**config.mk**
```make
export PLATFORM = sky130hd
export DESIGN_NAME = codificador_4_2_sinc
export DESIGN_NICKNAME = d
export VERILOG_FILES = /design/src/rtl/codificador_pkg.sv /design/src/rtl/sincronizador_2ff.sv /design/src/rtl/codificador_4_2_sinc.sv
export SDC_FILE = /design/constraint.sdc
export NUM_CORES = 1
export LEC_CHECK = 0
export ABC_AREA = 1
export ABC_CLOCK_PERIOD_IN_PS = 2400
export BUFFER_PORTS_ARGS = -buffer_cell sky130_fd_sc_hd__buf_2
export CAP_MARGIN = 20
export CORE_MARGIN = 2
export CORE_UTILIZATION = 35
export CTS_CLUSTER_SIZE = 12
export DETAILED_ROUTE_END_ITERATION = 7
export SLEW_MARGIN = 15
export SYNTH_ARGS = -nofsm -noshare
export SYNTH_HDL_FRONTEND = slang
export SYNTH_SLANG_ARGS = --single-unit
```
**constraint.sdc**
```tcl
create_clock -name clk -period 2.4 [get_ports clk]
set_clock_uncertainty 0.2 [all_clocks]
set_input_delay 0.48 -clock clk [delete_from_list [all_inputs] [get_ports clk]]
set_output_delay 0.48 -clock clk [all_outputs]
set_load 0.02 [all_outputs]
```
**src/rtl/codificador_pkg.sv**
```systemverilog
// Shared types and helpers for the registered 4-to-2 encoder: FSM states,
// the idle pin pattern and the active-low line encoding functions.
package codificador_pkg;

    typedef enum logic [1:0] {
        OCIOSO = 2'd0,
        ATIVO  = 2'd1,
        ERRO   = 2'd2
    } estado_t;

    localparam logic [3:0] IDLE_PATTERN = 4'b1111;

    // Highest-index low line wins, so a single zero gets its plain code
    // and the same function serves the priority build.
    function automatic logic [1:0] codifica(input logic [3:0] p);
        if (!p[3])      return 2'd3;
        else if (!p[2]) return 2'd2;
        else if (!p[1]) return 2'd1;
        else            return 2'd0;
    endfunction

    function automatic logic multiplos_zeros(input logic [3:0] p);
        int unsigned zeros;
        zeros = 0;
        for (int i = 0; i < 4; i++) begin
            if (!p[i]) zeros++;
        end
        return zeros > 1;
    endfunction

endpackage

```
**src/rtl/sincronizador_2ff.sv**
```systemverilog
// Two-flop synchroniser for asynchronous pin inputs; resets to all ones so
// that idle active-low lines never look asserted coming out of reset.
module sincronizador_2ff #(
    parameter int W = 1
) (
    input  logic         clk,
    input  logic         rst_n,
    input  logic [W-1:0] d,
    output logic [W-1:0] q
);

    logic [W-1:0] meta;

    always_ff @(posedge clk or negedge rst_n) begin
        if (!rst_n) begin
            meta <= '1;
            q    <= '1;
        end else begin
            // NOTE: non-blocking assignments make both stages sample on the same edge; blocking would collapse them into one flop.
            meta <= d;
            q    <= meta;
        end
    end

endmodule

```
**src/rtl/codificador_4_2_sinc.sv**
```systemverilog
// Registered, debounced 4-to-2 encoder for active-low select lines.
// Define CODIFICADOR_PRIORIDADE_EN to encode multi-zero patterns by priority instead of flagging erro.
module codificador_4_2_sinc
    import codificador_pkg::*;
#(
    parameter int DEBOUNCE_CYCLES = 16,
    parameter int CNT_W           = $clog2(DEBOUNCE_CYCLES)
) (
    input  logic clk,
    input  logic rst_n,
    input  logic en,
    input  logic N3,
    input  logic N2,
    input  logic N1,
    input  logic N0,
    output logic A,
    output logic B,
    output logic valido,
    output logic strobe,
    output logic erro
);

    localparam logic [CNT_W-1:0] CNT_MAX = CNT_W'(DEBOUNCE_CYCLES - 1);

    logic [3:0]       p;
    logic [3:0]       p_prev;
    logic [CNT_W-1:0] cnt;
    logic             estavel;

    estado_t          estado, estado_prox;
    logic             carrega;
    logic [1:0]       codigo;
    logic [1:0]       ab_q;
    logic             valido_q, strobe_q, erro_q;
    logic             padrao_ocioso, padrao_valido, padrao_erro;

    sincronizador_2ff #(.W(4)) u_sincronizador (
        .clk   (clk),
        .rst_n (rst_n),
        .d     ({N3, N2, N1, N0}),
        .q     (p)
    );

    // The counter keeps running while en is low so re-enabling sees the true pin history.
    always_ff @(posedge clk or negedge rst_n) begin
        if (!rst_n) begin
            p_prev <= IDLE_PATTERN;
            cnt    <= '0;
        end else begin
            p_prev <= p;
            if (p != p_prev)
                cnt <= '0;
            else if (cnt != CNT_MAX)
                cnt <= cnt + 1'b1;
        end
    end

    assign estavel       = (p == p_prev) && (cnt == CNT_MAX);
    assign padrao_ocioso = (p == IDLE_PATTERN);
    assign codigo        = codifica(p);

`ifdef CODIFICADOR_PRIORIDADE_EN
    assign padrao_erro   = 1'b0;
    assign padrao_valido = !padrao_ocioso;
`else
    assign padrao_erro   = multiplos_zeros(p);
    assign padrao_valido = !padrao_ocioso && !padrao_erro;
`endif

    always_comb begin
        // NOTE: defaults first so every path assigns every output and no latch is inferred.
        estado_prox = estado;
        carrega     = 1'b0;
        case (estado)
            OCIOSO: begin
                if (estavel && padrao_valido) begin
                    estado_prox = ATIVO;
                    carrega     = 1'b1;
                end else if (estavel && padrao_erro) begin
                    estado_prox = ERRO;
                end
            end
            ATIVO: begin
                if (estavel && padrao_ocioso)
                    estado_prox = OCIOSO;
                else if (estavel && padrao_erro)
                    estado_prox = ERRO;
                else if (estavel && padrao_valido && (codigo != ab_q))
                    carrega = 1'b1;
            end
            ERRO: begin
                if (estavel && padrao_ocioso) begin
                    estado_prox = OCIOSO;
                end else if (estavel && padrao_valido) begin
                    estado_prox = ATIVO;
                    carrega     = 1'b1;
                end
            end
            default: estado_prox = OCIOSO;
        endcase
        if (!en) begin
            estado_prox = OCIOSO;
            carrega     = 1'b0;
        end
    end

    always_ff @(posedge clk or negedge rst_n) begin
        if (!rst_n) begin
            estado   <= OCIOSO;
            ab_q     <= 2'b00;
            valido_q <= 1'b0;
            strobe_q <= 1'b0;
            erro_q   <= 1'b0;
        end else begin
            estado   <= estado_prox;
            strobe_q <= carrega;
            valido_q <= (estado_prox == ATIVO);
`ifdef CODIFICADOR_PRIORIDADE_EN
            erro_q   <= 1'b0;
`else
            erro_q   <= (estado_prox == ERRO);
`endif
            if (carrega)
                ab_q <= codigo;
        end
    end

    assign A      = ab_q[1];
    assign B      = ab_q[0];
    assign valido = valido_q;
    assign strobe = strobe_q;
    assign erro   = erro_q;

endmodule

```
* Yosys cells after proc, flatten, opt, wreduce, memory -nomap -nowiden *
Index checks and enable logic that the tools add are counted.

operators by class
  $add $sub $neg = 4
  multiplexer cells = 23
  equality and inequality tests = 10
  reduce and logical (&&, ||, !) cells = 10
  magnitude comparators = 1

operator list
  cell                                                  count
  adder 32 x 1 -> 32 bit (second input constant)        3
  two-way mux 32 bit                                    3
  > comparator 32 x 1 -> 1 bit (second input constant)  1
  two-way mux 2 bit                                     8
  == test 4 bit (second input constant)                 2
  two-way mux 1 bit                                     8
  two-way mux 4 bit                                     2
  logical AND 1 bit                                     6
  one-hot mux 2 bit (3 select lines)                    1
  adder 4 x 1 -> 4 bit (second input constant)          1
  == test 2 x 1 -> 1 bit (second input constant)        2
  == test 2 bit (second input constant)                 2
  == test 4 bit                                         1
  != test 4 bit                                         1
  != test 4 bit (second input constant)                 1
  one-hot mux 1 bit (3 select lines)                    1
  zero test 1 bit                                       2
  zero test 2 bit                                       1
  != test 2 bit                                         1
  nonzero test 2 bit                                    1

word-level totals
  register bits after elaboration = 23
  bits of input ports = 7
  word-level logic and storage cells = 57

* Logic depth before layout (Yosys ltp) *
Gate-level depths: netlist (run 1).

  depth after elaboration = 17
  depth in mapped cells = 16

* Hierarchy *
Synthesis (run 1) repeated with hierarchy kept, for this count alone.

second synthesis, totals
  cells, all modules = 129
  area, all modules = 1163.6 sq um

modules (own cells, without submodules)
  module                cells an instance  instances  area each (sq um)
  codificador_4_2_sinc  121                1          953.4
  sincronizador_2ff     8                  1          210.2

* Worst setup path after synthesis (run 1) *
Ideal clock, no wire load.

  path kind = register -> register
  start = register u_sincronizador.q[0]
  end = register ab_q[0]
  setup time = 0.117 ns
  stages on the path, launching flop included = 15
  data arrival time = 2.024 ns
  buffers on the path = 0
  setup slack = 0.059 ns
  cell sequence = dfstp_2 > inv_1 > ha_1 > xnor2_1 > ha_1 > nor2_1 > nor2_1 > nor2_1 > nand2_1 > o21ai_2 > nand2_4 > nor2_4 > nand2_2 > nand2_1 > nand2_1

on the way
  word-level cells in the longest chain between the ends = 17

RTL lines
  element                                 line                                                                                source
  start: declaration                      sincronizador_2ff.sv:9                                                              output logic [W-1:0] q
  start signal: assignment                sincronizador_2ff.sv:21                                                             q <= meta;
  two-way mux 1 bit                       codificador_pkg.sv:26                                                               if (!p[i]) zeros++;
  adder 32 x 1 -> 32 bit                  codificador_pkg.sv:26
  two-way mux 32 bit                      codificador_pkg.sv:26
  adder 32 x 1 -> 32 bit                  codificador_pkg.sv:26
  two-way mux 32 bit                      codificador_pkg.sv:26
  adder 32 x 1 -> 32 bit                  codificador_pkg.sv:26
  two-way mux 32 bit                      codificador_pkg.sv:26
  > comparator 32 x 1 -> 1 bit            codificador_pkg.sv:28                                                               return zeros > 1;
  zero test 1 bit                         codificador_4_2_sinc.sv:67                                                          assign padrao_valido = !padrao_ocioso && !padrao_erro;
  logical AND 1 bit                       codificador_4_2_sinc.sv:67
  logical AND 1 bit                       codificador_4_2_sinc.sv:76, codificador_4_2_sinc.sv:88, codificador_4_2_sinc.sv:94
  logical AND 1 bit                       codificador_4_2_sinc.sv:88                                                          else if (estavel && padrao_valido && (codigo != ab_q))
  two-way mux 1 bit                       codificador_4_2_sinc.sv:88
  two-way mux 1 bit                       codificador_4_2_sinc.sv:86                                                          else if (estavel && padrao_erro)
  two-way mux 1 bit                       codificador_4_2_sinc.sv:84                                                          if (estavel && padrao_ocioso)
  one-hot mux 1 bit (3 select lines) (*)  codificador_4_2_sinc.sv:74                                                          case (estado)
  two-way mux 1 bit (*)                   codificador_4_2_sinc.sv:101                                                         if (!en) begin
  end signal: assignment                  codificador_4_2_sinc.sv:124                                                         ab_q <= codigo;
  end: declaration                        codificador_4_2_sinc.sv:33                                                          logic [1:0] ab_q;

Every way passes the cells marked *; elsewhere a longest branch is shown, timed or not.
A chain may end at the register's enable or synchronous reset.

* Final worst setup path (run 1) *
  start = register u_sincronizador.q[1]
  end = register estado[0]

on the way
  word-level cells in the longest chain between the ends = 13

RTL lines
  element                                 line                                                    source
  two-way mux 32 bit                      codificador_pkg.sv:26
  adder 32 x 1 -> 32 bit                  codificador_pkg.sv:26
  two-way mux 32 bit                      codificador_pkg.sv:26
  adder 32 x 1 -> 32 bit                  codificador_pkg.sv:26
  two-way mux 32 bit                      codificador_pkg.sv:26
  > comparator 32 x 1 -> 1 bit            codificador_pkg.sv:28
  zero test 1 bit                         codificador_4_2_sinc.sv:67
  logical AND 1 bit                       codificador_4_2_sinc.sv:67
  logical AND 1 bit                       codificador_4_2_sinc.sv:76, codificador_4_2_sinc.sv:94
  two-way mux 2 bit                       codificador_4_2_sinc.sv:94                              end else if (estavel && padrao_valido) begin
  two-way mux 2 bit                       codificador_4_2_sinc.sv:92                              if (estavel && padrao_ocioso) begin
  one-hot mux 2 bit (3 select lines) (*)  codificador_4_2_sinc.sv:74
  two-way mux 2 bit (*)                   codificador_4_2_sinc.sv:101
  named net estado_prox[0]                codificador_4_2_sinc.sv:30                              estado_t estado, estado_prox;
  end signal: assignment                  codificador_4_2_sinc.sv:115                             estado <= estado_prox;
  end: declaration                        codificador_4_2_sinc.sv:30

Mark *: on every way through the listed nets, which the timed path passes. The rest lies on a longest branch.

==> implementation parameters, run 1 <==
Parameter                              Value

Routing
  Number of detailed-routing iterations run before antenna repair ... 4
  Final Routed Wirelength ... 1.79 mm
  Detail-routed via count per cell ... 4.34
  Antenna violation net count after detailed routing ... 0
  Iter 0 DRT Violations ... 9
  Remaining routing DRC violations ... 0
  Via count ... 789
  Avg WL per Cell ... about 9.8 um

Floorplan
  Area inside the core boundary ... approximately 3100 um^2
  Die X-Extent ... 61.7 um
  Total die area ... 3810 um^2
  Placement row count ... 20
  Effective utilization at floorplan ... about 38%
  Die height ... 61.7 um
  IO Count ... 12

Setup path
  Worst path bufs/invs ... 1
  Worst stage delay on the critical path ... 560 ps
  Crit path kind ... flip-flop to flip-flop
  Endpoint kind of the worst setup timing path ... flip-flop
  Standard cell with the maximum stage delay on the critical path ... sky130_fd_sc_hd__dfstp_2
  Critical Path Fanout Max ... 3
  Top cell family by delay on the critical path ... simple AND/OR/NAND/NOR gates
  Startpoint of the worst setup timing path ... u_sincronizador.q[1]
  Required @ worst endpoint ... between 2000 and 2500 ps
  Reg2Reg Launch Point ... u_sincronizador.q[1]
  Chain of cells forming the critical path ... inv_2 -> ha_4 -> xnor2_2 -> ha_1 -> nor2_1 -> nor2_1 -> nor2_2 -> nand2_1 -> o21ai_2 -> nand2_4 -> nor2_4 -> nand2_1 -> a21oi_2
  Crit path DAT ... about 2400 ps
  Nature of the critical path startpoint ... flip-flop

Placed design
  Number of buffers added on ports ... 11
  HPWL after detailed placement ... ~1.4 mm
  Setup slack at placement ... -85.9 ps
  Inst Count DP ... 177
  Routability cong. ... 0.754

Worst hold path
  Source of the worst hold timing path ... N3
  Worst Hold Class ... primary input to flip-flop

Synthesis
  Number of register bits inferred by synthesis ... 23
  Area of the mapped netlist ... 1170 um^2
  Cells after Synth ... 120
  Synth cell types ... 25
  Fraction of post-synthesis cell area in the top cell type by area ... 27.0%
  Commonest register cell after synthesis ... sky130_fd_sc_hd__dfstp_2
  Post-synthesis sequential area ratio ... between 50 and 60%
  Mean area per synthesized cell ... approximately 9.7 um^2
  Area contributors post-synth ... sky130_fd_sc_hd__dfstp_2 (27%), sky130_fd_sc_hd__dfrtp_1 (24%), sky130_fd_sc_hd__nand2_1 (10%)
  Number of enable-type register cells in the synthesized netlist ... 0
  Number of nets in the synthesized netlist ... between 100 and 150
  Biggest area consumer among synthesized cells ... sky130_fd_sc_hd__dfstp_2
  Post-synth ARST share ... 100%
  Number of warnings issued by yosys ... 0

Layout
  Share of final-layout standard cells stronger than drive strength 1 ... a little over two fifths
  Antenna Cells ... 0
  Fill cell instance count of the final layout ... 329
  Area growth from synthesis to layout ... 17.7%
  Post-layout instance count excluding filler cells ... 182
  Post-Route Utilization ... 44.2%
  Final-stage net count ... 151

GRT
  First-pass GRT wire length ... 3.10 mm
  Initial antenna violation count ... 0
  Number of global-route vias before repair ... ~760
  Remaining Overflow, GRT ... 0
  Pin count of the biggest net entering global routing ... 24
  Global-route usage over all layers ... between 10% and 20%

STA
  Unrepaired setup endpoints after global routing ... true
  Setup violators final ... 0
  Share of the clock period used by the worst path ... 97.8%
  Fmax ... 0.426 GHz
  Slew headroom ... 65.7%
  Hold slack ... about 47 ps
  Final-report max-slew violation count ... 0
  PnR worst setup slack ... 53.9 ps
  Post-layout minimum cycle time ... 2350 ps
  Final hold vios ... 0
  Slew at the pin closest to its max-slew limit ... 515 ps

Run status
  Outcome ... complete, no violations

Clock tree
  Deepest level of the CTS H-tree ... 1
  Clock-pin transition on the worst setup and hold timing paths ... ~130 ps
  Maximum count of clock buffers along a single path ... 2
  Later-pin clock latency in the skew report ... about 310 ps
  Number of buffers created by CTS ... 3
  Clock tree from TritonCTS ... done
  Cell at the root of the clock tree ... sky130_fd_sc_hd__clkbuf_4
  CTS Sinks ... 23
  Post-CTS setup buffer count ... 0

Power and ir drop
  LEAKAGE ... slightly below 0.0007 uW
  Cell Pwr Density ... about 500 nW/um^2
  Maximum ir drop on the vdd rail ... 0.250 mV

Run
  Number of max-cap violations ... 0
==> power by group <==
group / internal [uW] / switching [uW] / total, uW
Combinational: 37.1 / 53.1 / 90.2
Sequential: 407 / 9.48 / 417
Clock: 64.6 / 118 / 183
Total: 509 / 181 / 690
==> kinds of logic (layout without fill, tap and decap cells) <==
family | count (synthesis) | in the layout | synth area share, %
AND/OR/NAND/NOR | 58 | 58 | 25.3
adder cells (fa/ha/maj) | 5 | 5 | 5.36
buffers and inverters | 16 | 34 | 8.05
AO/OA/AOI/OAI | 13 | 13 | 6.87
XOR/XNOR | 5 | 5 | 3.76
flip-flops | 23 | 23 | 50.6
==> final cells by class <==
class	instances	area, um^2	area share, %
Multi-Input combinational cell	81	524	38.2
Sequential cell	23	591	43.0
Clock buffer	3	22.5	1.64
Clock inverter	1	6.26	0.456
Timing Repair Buffer	15	87.6	6.38
Tap cell	44	55.1	4.01
Inverter	15	86.3	6.29
==> synth_stat cells (3+ instances only) <==
cell,count
sky130_fd_sc_hd__xor2_1,3
sky130_fd_sc_hd__dfstp_2,12
sky130_fd_sc_hd__nand3_1,3
sky130_fd_sc_hd__inv_1,10
sky130_fd_sc_hd__nor2_1,12
sky130_fd_sc_hd__nand2_1,32
sky130_fd_sc_hd__dfrtp_1,11
sky130_fd_sc_hd__ha_1,5
sky130_fd_sc_hd__a21oi_1,7
==> through the flow <==
stage	cell area (um^2)	TNS, ps	power (uW)
6_report	1370	0	690
2_1_floorplan	1170	0	478
3_5_place_dp	1290	-444	506
4_1_cts	1350	0	704
3_3_place_gp	1290	0	501
5_1_grt	1370	-650	739
==> sequential cells by signal (all words and copies together), names as in the netlist <==
signal	count
valido	1
cnt	4
strobe	1
u_sincronizador.meta	4
p_prev	4
ab_q	2
estado	2
u_sincronizador.q	4
erro	1
==> cell usage in the layout (no fill, tap or decap), types with 3 or more instances in the layout <==
master and n:
sky130_fd_sc_hd__nand2_1 31, sky130_fd_sc_hd__dfstp_2 12, sky130_fd_sc_hd__nor2_1 11, sky130_fd_sc_hd__dfrtp_1 11, sky130_fd_sc_hd__buf_2 11, sky130_fd_sc_hd__inv_1 9
sky130_fd_sc_hd__a21oi_2 6, sky130_fd_sc_hd__inv_2 3, sky130_fd_sc_hd__nand3_1 3, sky130_fd_sc_hd__nand2_2 3, sky130_fd_sc_hd__a21oi_1 3, sky130_fd_sc_hd__xor2_1 3
sky130_fd_sc_hd__ha_1 3, sky130_fd_sc_hd__clkbuf_4 3, sky130_fd_sc_hd__buf_4 3
==> metal layers <==
metal  routed length, um  vias up  part of all wire [%]  track usage (%)
li1                    -      408                     -                -
met1                 787      373                    44             13.6
met2                 953        6                    53             19.7
met3                  37        2                   2.1             2.48
met4                  10        0                  0.56             4.56
met5                   0        -                     0                0
==> what timing repair did <==
| action | CTS | global route |
|---|---|---|
| setup endpoints to repair | 6 | 7 |
| gates resized for setup | 3 | 7 |
| gates cloned | 0 | 0 |
| hold buffers | 1 | 0 |
| pin swaps | 5 | 2 |
| hold endpoints to repair | 11 | 0 |
==> final timing paths <==
kind,endpoint,slack (ps),cells after the start
setup reg to reg,estado[0],50,13
hold / removal,u_sincronizador.meta[3],50,1
hold reg to reg,u_sincronizador.q[2],170,0
setup / recovery,estado[0],50,13
max in group asynchronous,u_sincronizador.q[0],1180,2
min in group asynchronous,cnt[0],460,2
Note: power is estimated with default switching activity, not from simulation.
==> run 2, diff against run 1 <==
- CORE_MARGIN: 2 -> 3
- SLEW_MARGIN: 15 -> not set
==> run 2 against run 1 <==
Effect of this change: sequential share of layout area is 0.40 points higher; hold slack better by 5.3 ps; clock power is 3% lower; cell count stayed put; via count is 1.5% higher; critical endpoint is now ab_q[0]; largest power group unchanged.
==> implementation parameters, run 2 (synthesis results as in run 1) <==
Parameter                              Value

STA
  Post-layout minimum cycle time ... 2360 ps (+10.1 ps)
  Final-report max-slew violation count ... 0 (unchanged)
  Share of the clock period used by the worst path ... 98.2% (+0.42 points)
  Fmax ... 0.424 GHz (-0.43%)
  Setup_tns ... 0 ps (unchanged)
  Setup violators final ... 0 (unchanged)
  Final hold vios ... 0 (unchanged)
  Slew at the pin closest to its max-slew limit ... 508 ps (-7.28 ps)
  Unrepaired setup endpoints after global routing ... true
  Slew headroom ... 66.1% (+0.49 points)

Setup path
  Endpoint kind of the worst setup timing path ... flip-flop
  Top cell family by delay on the critical path ... simple AND/OR/NAND/NOR gates
  Endpoint of the most critical register-to-register path ... ab_q[0]
  Required @ worst endpoint ... 2460 ps (about the same)
  Crit path DAT ... 2420 ps (+30 ps)
  Startpoint of the worst setup timing path ... u_sincronizador.q[0]
  Register-to-register path setup slack ... 40 ps (about the same)
  Worst stage delay on the critical path ... 560 ps (about the same)
  Reg2Reg Launch Point ... u_sincronizador.q[0]
  Nature of the critical path startpoint ... flip-flop
  Capture point of the critical path ... ab_q[0]
  Worst path bufs/invs ... 2 (+1)
  Number of gates on the worst path with buffers counted ... 15 (+2)
  Critical Path Fanout Max ... 3 (unchanged)
  Chain of cells forming the critical path ... inv_2 -> ha_4 -> xnor2_1 -> ha_1 -> nor2_1 -> nor2_1 -> nor2_1 -> nand2_1 -> o21ai_2 -> nand2_4 -> nor2_4 -> nand2_2 -> clkinv_2 -> nand2_1 -> nand2_1
  Standard cell with the maximum stage delay on the critical path ... sky130_fd_sc_hd__dfstp_2
  Crit path kind ... flip-flop to flip-flop
  Depth of the worst register-to-register path ... 15 (+2)

Clock tree
  CTS Sinks ... 23 (unchanged)
  Number of buffers created by CTS ... 3 (unchanged)
  Cell at the root of the clock tree ... sky130_fd_sc_hd__clkbuf_4
  Clock-pin transition on the worst setup and hold timing paths ... 120 ps (about the same)
  Later-pin clock latency in the skew report ... 310 ps (about the same)
  Maximum count of clock buffers along a single path ... 2 (unchanged)
  Deepest level of the CTS H-tree ... 1 (unchanged)
  Clock tree from TritonCTS ... done

Layout
  Share of final-layout standard cells stronger than drive strength 1 ... 40.6% (-1.4 points)
  Most frequent cells in the layout ... sky130_fd_sc_hd__nand2_1 (30), sky130_fd_sc_hd__nor2_1 (12), sky130_fd_sc_hd__dfstp_2 (12)
  Final-stage net count ... 151 (unchanged)
  Most common cell after layout, fill and taps aside ... sky130_fd_sc_hd__nand2_1
  Post-Route Utilization ... 43.5% (-0.75 points)
  Area growth from synthesis to layout ... 16.6%
  Antenna Cells ... 0 (unchanged)

Placed design
  Routability cong. ... 0.822 (+8.9%)
  Number of buffers added on ports ... 11 (unchanged)
  HPWL after detailed placement ... 1.38 mm (+0.52%)

Run
  Number of max-cap violations ... 0 (unchanged)

Routing
  Detail-routed via count per cell ... 4.40 (+1.5%)
  Remaining routing DRC violations ... 0 (unchanged)
  Via count ... 801 (+1.5%)
  Antenna violation net count after detailed routing ... 0 (unchanged)
  Final Routed Wirelength ... 1.85 mm (+3.4%)
  Iter 0 DRT Violations ... 12 (+3)
  Number of detailed-routing iterations run before antenna repair ... 4 (unchanged)
  Avg WL per Cell ... 10.2 um (+3.4%)

Power and ir drop
  LEAKAGE ... 0.000684 uW (-0.83%)
  Cell Pwr Density ... 500 nW/um^2 (-0.57%)
  Maximum ir drop on the vdd rail ... 0.235 mV (-6.1%)
  Overall Power ... 680 uW (-1.5%)

Floorplan
  Die height ... 63.7 um (+3.2%)
  Effective utilization at floorplan ... 37.3% (-0.30 points)
  Area inside the core boundary ... 3130 um^2 (+0.81%)
  Total die area ... 4060 um^2 (+6.6%)
  Die X-Extent ... 63.7 um (+3.2%)
  Placement row count ... 20 (unchanged)
  IO Count ... 12 (unchanged)

GRT
  Pin count of the biggest net entering global routing ... 24 (unchanged)
  Met2 Usage GRT ... 19.4% (-0.27 points)
  First-pass GRT wire length ... 3.43 mm (+11%)
  Global-route usage over all layers ... 10.9% (-0.48 points)
  Number of global-route vias before repair ... 816 (+7.2%)
  Most congested layer reported by global routing ... met2
  Met3 demand-to-capacity share in global routing ... 2.67% (+0.19 points)
  GR Util met1 ... 11.7% (-1.9 points)
  Initial antenna violation count ... 0 (unchanged)
  Remaining Overflow, GRT ... 0 (unchanged)

Worst hold path
  Worst Hold Class ... primary input to flip-flop

Run status
  Outcome ... complete, no violations
[run 2: how the worst min path moves through the flow]
stage,startpoint,to,slack [ps],cells after the start
2_1_floorplan,rst_n,ab_q[0],-20,0
3_3_place_gp,u_sincronizador.meta[1],u_sincronizador.q[1],150,0
3_5_place_dp,u_sincronizador.meta[2],u_sincronizador.q[2],150,0
4_1_cts,N3,u_sincronizador.meta[3],30,1
5_1_grt,N2,u_sincronizador.meta[2],10,1
6_report,N3,u_sincronizador.meta[3],50,1
[run 2: power breakdown]
part           switching, uW  internal (uW)  total [uW]
logic                   50.9           34.7        85.6
registers               9.18            407         417
clock network            115           62.3         178
[run 2: final cells by class]
type                    instances  area [um^2]
fillers                       300         1770
flip-flops and latches         23          591
multi-input cells              81          513
repair buffers                 15         87.6
inverters                      15         86.3
well taps                      44         55.1
clock buffers                   3         22.5
clock inverters                 1         5.00
[run 2: through the flow]
stage	area, um^2	hold slack [ps]	setup WS, ps	std cells
floorplan	1170	-15.6	59.2	120
global placement	1290	146	33.5	177
detailed placement	1290	147	-38.8	177
CTS	1350	31.8	-5.81	182
global route	1360	13.5	-81.8	182
finish	1360	52.7	43.8	182
[run 2: what timing repair did]
action	4_1_cts	5_1_grt
hold endpoints to repair	11	0
gates resized for setup	3	5
pin swaps	6	3
setup buffers	0	0
setup endpoints to repair	6	6
hold buffers	1	0
[run 2: per-layer routing]
layer	routed length, um	vias to the layer above
met5	0	-
met4	42	0
met3	51	5
met2	970	11
met1	783	380
li1	-	405
